$ cat src/rtl/ramb_pkg.sv
// ramb_pkg: shared widths and FSM state encoding for the SB_RAM40_4K stream reader.
package ramb_pkg;
   localparam int AW = 8;
   localparam int DW = 16;
   localparam int RAM_ADDR_W = 11;
   typedef logic [1:0] state_t;
   localparam state_t IDLE  = 2'd0;
   localparam state_t RUN   = 2'd1;
   localparam state_t DRAIN = 2'd2;
endpackage

$ cat src/rtl/ramb_skid2.sv
// ramb_skid2: 2-entry in-order valid/ready buffer; head register drives the stream outputs.
module ramb_skid2 #(
   parameter int DW = 16
) (
   input  logic          clk,
   input  logic          rst,
   input  logic          i_push,
   input  logic [DW-1:0] i_din,
   input  logic          i_pop,
   output logic [DW-1:0] o_dout,
   output logic          o_valid,
   output logic [1:0]    o_occ
);
   logic [DW-1:0] r_head;
   logic [DW-1:0] r_tail;
   logic [1:0]    r_occ;
   always_ff @(posedge clk or posedge rst) begin
      if (rst) begin
         r_head <= '0;
         r_tail <= '0;
         r_occ  <= '0;
      end else begin
         r_occ <= r_occ + {1'b0, i_push} - {1'b0, i_pop};
         // push into head when it is (or is becoming) free, else park in tail
         if (i_push && (r_occ == 2'd0 || (r_occ == 2'd1 && i_pop)))
            r_head <= i_din;
         else if (i_pop && r_occ == 2'd2)
            r_head <= r_tail;
         if (i_push && r_occ == 2'd1 && !i_pop)
            r_tail <= i_din;
      end
   end
   assign o_dout  = r_head;
   assign o_valid = r_occ != 2'd0;
   assign o_occ   = r_occ;
endmodule

$ cat src/rtl/ramb_stream_reader.sv
// ramb_stream_reader: streams LEN words from an SB_RAM40_4K (256x16) starting at BASE.
// Optional RAMB_READER_LOOP_EN adds a LOOP input that restarts the pass after DONE.
module ramb_stream_reader import ramb_pkg::*; #(
   parameter int AW = ramb_pkg::AW,
   parameter int DW = ramb_pkg::DW
) (
   input  logic                  CLKIN,
   input  logic                  RESET,
   input  logic                  START,
   input  logic [AW-1:0]         BASE,
   input  logic [AW:0]           LEN,
`ifdef RAMB_READER_LOOP_EN
   input  logic                  LOOP,
`endif
   output logic                  BUSY,
   output logic                  DONE,
   output logic [RAM_ADDR_W-1:0] RADDR,
   output logic                  RE,
   output logic                  RCLKE,
   input  logic [DW-1:0]         RDATA,
   output logic [DW-1:0]         DOUT,
   output logic                  DOUT_VALID,
   input  logic                  DOUT_READY
);
   state_t        r_state;
   logic [AW-1:0] r_base;
   logic [AW:0]   r_len;
   logic [AW-1:0] r_addr;
   logic [AW:0]   r_issue;
   logic [AW:0]   r_xfer;
   logic          r_inflight;
   logic          r_zdone;
   logic          w_pop;
   logic          w_last;
   logic          w_loop;
   logic [1:0]    w_occ;
`ifdef RAMB_READER_LOOP_EN
   assign w_loop = LOOP;
`else
   assign w_loop = 1'b0;
`endif
   assign w_pop  = DOUT_VALID & DOUT_READY;
   assign w_last = w_pop && r_xfer == {{AW{1'b0}}, 1'b1};
   // the read in flight counts as an occupied slot so the buffer can never overflow
   assign RE     = r_state == RUN && r_issue != '0 &&
                   ({1'b0, w_occ} + {2'b0, r_inflight} - {2'b0, w_pop}) < 3'd2;
   assign RADDR  = {{(RAM_ADDR_W-AW){1'b0}}, r_addr};
   assign RCLKE  = 1'b1;
   assign BUSY   = r_state != IDLE;
   assign DONE   = w_last | r_zdone;
   always_ff @(posedge CLKIN or posedge RESET) begin
      if (RESET) begin
         r_state    <= IDLE;
         r_base     <= '0;
         r_len      <= '0;
         r_addr     <= '0;
         r_issue    <= '0;
         r_xfer     <= '0;
         r_inflight <= 1'b0;
         r_zdone    <= 1'b0;
      end else begin
         r_inflight <= RE;
         r_zdone    <= 1'b0;
         if (RE) begin
            r_addr  <= r_addr + 1'b1;
            r_issue <= r_issue - 1'b1;
         end
         if (w_pop)
            r_xfer <= r_xfer - 1'b1;
         if (r_state == IDLE && START) begin
            r_base  <= BASE;
            r_len   <= LEN;
            r_zdone <= LEN == '0;
            if (LEN != '0) begin
               r_state <= RUN;
               r_addr  <= BASE;
               r_issue <= LEN;
               r_xfer  <= LEN;
            end
         end else if (r_state == RUN && RE && r_issue == {{AW{1'b0}}, 1'b1}) begin
            r_state <= DRAIN;
         end else if (w_last) begin
            r_state <= w_loop ? RUN : IDLE;
            if (w_loop) begin
               r_addr  <= r_base;
               r_issue <= r_len;
               r_xfer  <= r_len;
            end
         end
      end
   end
   ramb_skid2 #(.DW(DW)) u_buf (
      .clk     (CLKIN),
      .rst     (RESET),
      .i_push  (r_inflight),
      .i_din   (RDATA),
      .i_pop   (w_pop),
      .o_dout  (DOUT),
      .o_valid (DOUT_VALID),
      .o_occ   (w_occ)
   );
endmodule

$ cat config.mk
export PLATFORM = sky130hd
export DESIGN_NAME = ramb_stream_reader
export DESIGN_NICKNAME = d
export VERILOG_FILES = /design/src/rtl/ramb_pkg.sv /design/src/rtl/ramb_skid2.sv /design/src/rtl/ramb_stream_reader.sv
export SDC_FILE = /design/constraint.sdc
export NUM_CORES = 1
export LEC_CHECK = 0
export ABC_AREA = 1
export BUFFER_PORTS_ARGS = -buffer_cell sky130_fd_sc_hd__clkbuf_2
export CAP_MARGIN = 20
export CORE_MARGIN = 5
export CORE_UTILIZATION = 50
export CTS_CLUSTER_DIAMETER = 100
export DETAILED_ROUTE_END_ITERATION = 12
export GPL_TIMING_DRIVEN = 0
export PLACE_DENSITY = 0.82
export SLEW_MARGIN = 20
export SYNTH_ARGS = -nofsm -noshare
export SYNTH_HDL_FRONTEND = slang
export SYNTH_SLANG_ARGS = --single-unit
$ cat constraint.sdc
create_clock -name CLKIN -period 2.67 [get_ports CLKIN]
set_input_delay 0.267 -clock CLKIN [delete_from_list [all_inputs] [get_ports CLKIN]]
set_output_delay 0.267 -clock CLKIN [all_outputs]
set_load 0.005 [all_outputs]
==> results of run 1 <==
-- cells by family (layout without fill, tap and decap cells) --
family / Yosys count / after routing / synth area share
AO/OA/AOI/OAI: 66 / 66 / 0.1004
XOR/XNOR: 10 / 10 / 0.02467
adder cells (fa/ha/maj): 7 / 7 / 0.02678
buffers and inverters: 89 / 184 / 0.1022
flip-flops: 64 / 64 / 0.4510
other: 2 / 4 / 0.002115
AND/OR/NAND/NOR: 239 / 239 / 0.2928
-- metal layers --
metal	wire [um]	vias to the layer above	global-route usage	share of wire
met3	545	13	0.04888	0.062
met2	4486	130	0.3700	0.51
met4	96	0	0.05656	0.011
met1	3713	1585	0.2574	0.42
li1	-	1653	-	-
met5	0	-	0	0
-- final timing paths --
check	endpoint	slack (ns)	depth (start not counted)
worst max-delay path	RE	0.02	13
worst min-delay path	r_addr[1]$_DFF_PP0_	0.12	3
worst max register to register	r_addr[3]$_DFF_PP0_	0.11	17
worst min register to register	r_state[1]$_DFFE_PP0P_	0.48	2
max in group asynchronous	r_xfer[0]$_DFF_PP0_	1.71	4
min in group asynchronous	r_addr[1]$_DFF_PP0_	0.44	3
-- flip-flops by register name, summed over array words and instances, names as in the netlist --
signal        cells
u_buf.r_tail     16
r_state           2
u_buf.o_dout     16
r_xfer            9
u_buf.o_occ       2
r_zdone           1
r_issue           9
r_inflight        1
r_addr            8
-- stage by stage --
| stage | setup TNS [ns] | total power [mW] | cells | utilization | worst slack, ns |
|---|---|---|---|---|---|
| after global routing | -0.1317 | 5.432 | 670 | 0.6375 | -0.1171 |
| after detailed placement | -4.937 | 3.877 | 640 | 0.5854 | -0.3941 |
| final | 0 | 5.017 | 670 | 0.6375 | 0.01996 |
| after CTS | 0 | 4.932 | 665 | 0.6308 | 0.001493 |
| after global placement | -4.034 | 3.769 | 639 | 0.5821 | -0.2933 |
| after floorplan | 0 | 3.231 | 479 | - | 0.1121 |
-- final cells by class --
| class | count | area, um2 | area share |
|---|---|---|---|
| Buffer | 17 | 92.59 | 0.02114 |
| Sequential cell | 64 | 1602 | 0.3657 |
| Multi-Input combinational cell | 326 | 1624 | 0.3709 |
| Inverter | 72 | 275.3 | 0.06286 |
| Tap cell | 96 | 120.1 | 0.02743 |
| Clock inverter | 4 | 51.30 | 0.01171 |
| Timing Repair Buffer | 79 | 449.2 | 0.1026 |
| Clock buffer | 12 | 165.2 | 0.03771 |
-- where the power goes --
| part | internal (mW) | total [mW] | switching [mW] |
|---|---|---|---|
| Sequential | 1.39 | 1.73 | 0.337 |
| Clock | 0.508 | 0.893 | 0.385 |
| Combinational | 0.991 | 2.39 | 1.40 |
-- cell usage in the layout (no fill, tap or decap), types with 2 or more instances in the layout --
cell type  synthesis  routed
nand2_1          131     127
inv_1             72      67
clkbuf_2           0      64
dfrtp_1           64      64
nor2_1            41      41
o21ai_0           39      39
nand3_1           38      37
a21oi_1           18      18
buf_4              4      15
or2_2             12      12
clkbuf_8           0      12
xor2_1             7       7
buf_2              5       6
clkbuf_1           6       6
nand2_2            2       5
ha_1               6       5
nand3b_1           4       4
nand4_1            4       4
conb_1             2       4
inv_2              0       3
nand2_4            2       3
xnor2_1            3       3
o21a_1             2       2
inv_4              0       2
nor2_4             2       2
buf_6              1       2
o21bai_1           2       2
nor3_1             2       2
-- tightest hold or removal path: stages --
cell      delay (ns)
clkbuf_2        0.07
nand2_1         0.04
nand2_1         0.05
-- timing repair --
action / in CTS / in global routing
setup buffers: 8 / 5
gates cloned: 0 / 1
pin swaps: 5 / 8
hold endpoints to repair: 23 / 0
gates resized for setup: 10 / 4
hold buffers: 1 / 0
setup endpoints to repair: 20 / 14
==> flow_summary.yaml, run 1 <==
status:
  outcome: "complete, no violations"
detailed_routing:
  wl_per_cell_um: 13.20
  viasPerCell: 5.046
  drc: 0
  antenna_left: 0
  drt_iter0_drc: 168
  dr.pass1.iters: 5
  vias: 3381
  finalWirelength_um: 8842
setup_path:
  path_common_cell: "nand2_2"
  critical_path.startpoint: "u_buf.o_occ[1]$_DFF_PP0_"
  cp-end-kind: "output pin"
  cp_slowest_cell: "fa_1"
  cp-start-kind: "register"
  crit_chain: "inv_2 -> nand2_2 -> nand2_4 -> inv_4 -> nand2_2 -> nand2_1 -> ha_2 -> fa_1 -> nand3b_1 -> inv_1 -> nand2_2 -> a21oi_4 -> clkbuf_2"
  max_stage_delay_ns: 0.45
  cp.required_ns: 2.40
  critPathKind: "reg -> out"
  worstPathArrival_ns: 2.38
  rr_startpoint: "u_buf.o_occ[1]$_DFF_PP0_"
  crit_buf_inv: 4
  critPathMaxFanout: 4
  critPathTopFamily: "adder cells"
logic_synthesis:
  syn_inst: 477
  yosysUniqueCellTypes: 31
  ys_ff_latch: 64
  avgSynthCellArea_um2: 7.444
  synth_common_cells: "131 x nand2_1, 72 x inv_1, 64 x dfrtp_1"
  syn_area_um2: 3551
  yosys_warnings: 0
  synth_top_area_cell: "dfrtp_1"
  ys_top_cells_by_area: "dfrtp_1 45%, nand2_1 14%, inv_1 7.6%, o21ai_0 5.5%, nand3_1 5.4%"
  synth_edf_count: 0
  ys_seq_area_frac: 0.4510
  synth_flop_cell: "dfrtp_1"
  synth_top_area_share: 0.4510
  yosys.cell_count.top_type: "nand2_1"
  synthArstFlopShare: 1.000
grt:
  grt_pass1_wl_um: 14970
  grt_usage: 0.2104
  grt_max_degree: 42
  grt_pass1_vias: 3324
  grt-ovfl-total: 0
  antenna_found_initial: 0
place:
  gp_congestion: 0.8894
  dpl.hpwl_um: 6269
  placed_area_um2: 4021
  io_buffers: 64
power_and_ir_drop:
  p_leak_nw: 2.421
  irDropWorstVdd_v: 0.0005745
  pwr_density_cell_nw_per_um2: 1146
cells_and_area:
  syn2layout_area_growth_pct: 23.33
  drive_gt1_frac: 0.2387
  diodes: 0
  finish.instance_area_um2: 4379
  fillers: 591
  fin_nets: 613
clock_network:
  cts_max_path_buffers: 2
  cts_htree_levels: 3
  tritoncts: "built"
  cts_buffers: 9
  cts-root-buf: "clkbuf_8"
  clk_pin_slew_ns: 0.07
  clock-sinks: 64
  clk_latency_ns: 0.34
floorplanning:
  row_count: 30
  core_area_um2: 6869
  die_y_um: 94.27
  io_pins: 69
  dieArea_um2: 8887
  floorplan.initialDensity: 0.5169
  die_x_um: 94.27
sta:
  period_needed_ns: 2.650
  clock-skew-final_ns: 0.007457
  rsz0062_at_grt: "yes"
  fmax_mhz: 377.4
  finalHoldViolations: 0
  holdWs_ns: 0.1246
  setup_violations: 0
  min_period_over_period: 0.9925
  slew_violations: 0
hold_path:
  hp-class: "in -> reg"
  min_from: "BASE[1]"
job:
  drv_cap: 0
(Power assumes the default switching activity.)
==> run 2, diff against run 1 <==
Settings changed: CORE_UTILIZATION 50 to 60, GPL_ROUTABILITY_DRIVEN from default to 0, PLACE_DENSITY 0.82 to 0.92.
Clock period 2.67 ns to 3.4 ns, I/O delays scaled along.
==> run 2 against run 1 <==
Against the previous run: clock-buffer cell count shrank 3; critical path depth is the same; first-iteration DRC count grew 65%; worst setup slack gained 0.23 ns; sequential share of layout area grew 1.1 points; wire length is essentially flat; critical endpoint unchanged.
==> flow_summary.yaml, run 2 (synthesized netlist as in run 1, its figures left out) <==
cells_and_area:
  fillers: 455
  drive_gt1_frac: 0.2060
  instances_no_fill: 638
  finish.instance_area_um2: 4248
  diodes: 0
  final_common_cell: "nand2_1"
  fin_nets: 602
  syn2layout_area_growth_pct: 19.63
  post-route-util: 0.7260
  layout_common_cells: "131 x nand2_1, 71 x inv_1, 64 x clkbuf_2, 64 x dfrtp_1, 41 x nor2_1"
detailed_routing:
  wl_per_cell_um: 13.86
  antenna_left: 0
  drc: 0
  dr.pass1.iters: 8
  vias: 3403
  finalWirelength_um: 8840
  viasPerCell: 5.334
  drt_iter0_drc: 277
setup_path:
  crit_chain: "inv_1 -> nand2_1 -> nand2_2 -> inv_1 -> nand2_1 -> nand2_1 -> ha_1 -> fa_1 -> nand3b_1 -> inv_1 -> nand2_1 -> a21oi_4 -> clkbuf_2"
  path_common_cell: "nand2_1"
  critPathKind: "reg -> out"
  cp-end-kind: "output pin"
  worstPathArrival_ns: 2.81
  critPathMaxFanout: 8
  cp.required_ns: 3.06
  cp_slowest_cell: "fa_1"
  max_stage_delay_ns: 0.47
  cp-start-kind: "register"
sta:
  setup_violations: 0
  min_period_over_period: 0.9264
  finalWorstSetupSlack_ns: 0.2504
  finalHoldViolations: 0
  setup-tns-final_ns: 0
  slew_violations: 0
  fmax_mhz: 317.5
  rsz0062_at_grt: "no"
  clock-skew-final_ns: 0.008050
  period_needed_ns: 3.150
  holdWs_ns: 0.2002
clock_network:
  clock-sinks: 64
  cts-root-buf: "clkbuf_8"
  tritoncts: "built"
  clk_latency_ns: 0.34
  cts_max_path_buffers: 2
  clk_pin_slew_ns: 0.08
  cts_buffers: 9
  cts_htree_levels: 3
place:
  placed_area_um2: 3995
  io_buffers: 64
  dp_cells: 619
  dpl.hpwl_um: 6349
  place_worst_setup_slack_ns: 0.2461
grt:
  grt_pass1_vias: 3513
  antenna_found_initial: 0
  grt_usage: 0.2580
  grt_max_degree: 34
  grt_pass1_wl_um: 15480
  grt-ovfl-total: 0
job:
  drv_cap: 0
floorplanning:
  die_x_um: 86.93
  core_area_um2: 5851
  row_count: 28
  floorplan.initialDensity: 0.6069
  die_y_um: 86.93
  dieArea_um2: 7557
  io_pins: 69
hold_path:
  hp-class: "in -> reg"
power_and_ir_drop:
  power_mw: 3.858
  pwr_density_cell_nw_per_um2: 908.2
  irDropWorstVdd_v: 0.0005420
  p_leak_nw: 2.361
status:
  outcome: "complete, no violations"
[run 2: changes by cell type in the layout (fill, tap and decap cells not counted), moves of 2 or more]
cell        previous run  this run
inv_1                 67        71
inv_2                  3         0
buf_4                 15         6
clkbuf_8              12         9
nand2_1              127       131
clkinvlp_4             1         3
nand2_2                5         2
[run 2: worst paths after layout]
check,end,cells after the start,slack [ns],startpoint
worst max-delay path,RE,13,0.25,u_buf.o_occ[1]$_DFF_PP0_
max in group asynchronous,r_xfer[4]$_DFF_PP0_,4,2.33,RESET
worst min register to register,u_buf.o_dout[9]$_DFFE_PP0P_,2,0.49,u_buf.o_dout[9]$_DFFE_PP0P_
min in group asynchronous,u_buf.o_dout[4]$_DFFE_PP0P_,3,0.55,RESET
worst min-delay path,r_addr[1]$_DFF_PP0_,3,0.20,BASE[1]
worst max register to register,r_addr[3]$_DFF_PP0_,16,0.43,u_buf.o_occ[1]$_DFF_PP0_
[run 2: routing by layer]
metal	global-route usage	wire, um	vias up
met4	0.1119	216	0
li1	-	-	1637
met1	0.3110	3652	1617
met5	0	0	-
met2	0.4520	4474	128
met3	0.04352	496	21
[run 2: layout make-up]
class	instances	area, um2	area share
flip-flops and latches	64	1602	0.3770
plain buffers	17	92.59	0.02180
multi-input cells	326	1602	0.3770
clock buffers	9	123.9	0.02916
inverters	72	272.8	0.06421
well taps	75	93.84	0.02209
clock inverters	7	96.34	0.02268
repair buffers	68	365.4	0.08601
[run 2: report_power, final]
part / internal (mW) / switching [mW]
Combinational: 0.692 / 1.08
Sequential: 1.09 / 0.270
Clock: 0.412 / 0.314
[run 2: worst max-delay path, delay by kind of cell, from the launching register on]
| family | cells | cell delay, ns |
|---|---|---|
| flops | 1 | 0.43 |
| buf+inv | 4 | 0.45 |
| simple gates | 6 | 0.76 |
| fa+ha+maj | 2 | 0.67 |
| compound gates | 1 | 0.15 |
[run 2: what timing repair did]
| item | 4_1_cts | 5_1_grt |
|---|---|---|
| hold endpoints to repair | 19 | 0 |
| hold buffers | 1 | 0 |
| gates resized for setup | 1 | 0 |
| setup buffers | 0 | 2 |
| endpoints found under the setup margin | 1 | 1 |
==> run 3, diff against run 2 <==
Settings changed: CORE_MARGIN 5 to 1.5, CORE_UTILIZATION 60 to 59, PLACE_DENSITY 0.92 to 0.9.
==> run 3 against run 2 <==
Against the previous run: design area decreased by 0.24%; sequential share of layout area increased by 0.089 points; first-iteration DRC count rose by 7.2%.
==> flow_summary.yaml, run 3 (synthesized netlist as in run 1, its figures left out) <==
grt:
  grt_max_degree: 54
  grt-ovfl-total: 0
  grt_pass1_wl_um: 13930
  grt_usage: 0.2825
  antenna_found_initial: 0
  grt_pass1_vias: 3292
cells_and_area:
  instances_no_fill: 638
  final_common_cell: "nand2_1"
  syn2layout_area_growth_pct: 19.34
  drive_gt1_frac: 0.2043
  diodes: 0
  layout_common_cells: "131 x nand2_1, 71 x inv_1, 64 x clkbuf_2, 64 x dfrtp_1, 41 x nor2_1"
  fin_nets: 602
floorplanning:
  floorplan.initialDensity: 0.6069
  die_y_um: 80.58
  die_x_um: 80.58
  row_count: 28
  dieArea_um2: 6493
  io_pins: 69
  core_area_um2: 5851
hold_path:
  hp-class: "in -> reg"
setup_path:
  cp.required_ns: 3.06
  max_stage_delay_ns: 0.45
  worstPathArrival_ns: 2.85
  critPathKind: "reg -> out"
  path_common_cell: "nand2_1"
  crit_chain: "inv_1 -> nand2_1 -> nand2_4 -> inv_1 -> nand2_1 -> nand2_1 -> ha_1 -> fa_1 -> nand3b_1 -> inv_1 -> nand2_1 -> a21oi_4 -> clkbuf_2"
  cp-end-kind: "output pin"
  reg2reg_setup_slack_ns: 0.49
  cp-start-kind: "register"
  critPathMaxFanout: 8
  cp_slowest_cell: "fa_1"
clock_network:
  cts_max_path_buffers: 2
  cts_htree_levels: 3
  clk_latency_ns: 0.35
  cts_buffers: 9
  clk_pin_slew_ns: 0.08
  clock-sinks: 64
  cts-root-buf: "clkbuf_8"
  tritoncts: "built"
place:
  dp_cells: 619
  dpl.hpwl_um: 6061
  place_worst_setup_slack_ns: 0.2843
  io_buffers: 64
detailed_routing:
  drc: 0
  drt_iter0_drc: 297
  viasPerCell: 5.299
  vias: 3381
  antenna_left: 0
  finalWirelength_um: 8442
  dr.pass1.iters: 6
  wl_per_cell_um: 13.23
status:
  outcome: "complete, no violations"
power_and_ir_drop:
  p_leak_nw: 2.365
  irDropWorstVdd_v: 0.0004554
  pwr_density_cell_nw_per_um2: 888.5
sta:
  fmax_mhz: 313.1
  clock-skew-final_ns: 0.009897
  finalHoldViolations: 0
  holdWs_ns: 0.1976
  period_needed_ns: 3.193
  setup-tns-final_ns: 0
  slew_violations: 0
  finalWorstSetupSlack_ns: 0.2066
  min_period_over_period: 0.9392
  setup_violations: 0
job:
  drv_cap: 0
run 3: area by class of cell:
| class | count | area [um2] |
|---|---|---|
| flip-flops and latches | 64 | 1602 |
| clock inverters | 5 | 56.30 |
| inverters | 72 | 272.8 |
| well taps | 75 | 93.84 |
| repair buffers | 68 | 372.9 |
| fillers | 441 | 1613 |
| multi-input cells | 326 | 1607 |
| plain buffers | 17 | 92.59 |
| clock buffers | 11 | 141.4 |
run 3: worst paths after layout:
path                       cells past startpoint                           end                          from
min                                            3           r_addr[1]$_DFF_PP0_                       BASE[1]
max                                           13                            RE      u_buf.o_occ[1]$_DFF_PP0_
min in group asynchronous                      3           r_addr[1]$_DFF_PP0_                         RESET
min reg2reg                                    2  u_buf.o_dout[13]$_DFFE_PP0P_  u_buf.o_dout[13]$_DFFE_PP0P_
max in group asynchronous                      4          r_issue[6]$_DFF_PP0_                         RESET
max reg2reg                                   16          r_issue[0]$_DFF_PP0_      u_buf.o_occ[1]$_DFF_PP0_
run 3: metrics by stage:
stage	cell area [um2]	utilization	total power [mW]
after floorplan	3558	-	2.537
after global placement	3973	0.6790	2.934
after detailed placement	4003	0.6841	3.048
after CTS	4218	0.7209	3.736
after global routing	4238	0.7243	4.100
final	4238	0.7243	3.765
run 3: critical path: cells and delay by family (launching register included):
family,cells,cell delay [ns]
and+or+nand+nor,6,0.75
adders and majority gates,2,0.64
buffers and inverters,4,0.47
DFF,1,0.43
AOI/OAI and AO/OA,1,0.20
run 3: layer usage:
layer	wire [um]	share of wire	global-route usage	vias up
li1	-	-	-	1638
met1	3375	0.40	0.3343	1547
met2	4218	0.50	0.4689	172
met3	611	0.072	0.05909	24
met4	236	0.028	0.1707	0
met5	0	0	0	-
run 3: power by group:
| part | switching (mW) | total (mW) | internal [mW] |
|---|---|---|---|
| Combinational | 1.05 | 1.74 | 0.691 |
| Clock | 0.303 | 0.661 | 0.357 |
| Sequential | 0.270 | 1.36 | 1.09 |
run 3: repair_timing:
item	4_1_cts	5_1_grt
endpoints found under the hold margin	11	0
hold buffers	1	0
setup buffers	0	2
endpoints found under the setup margin	1	1
gates resized for setup	1	1
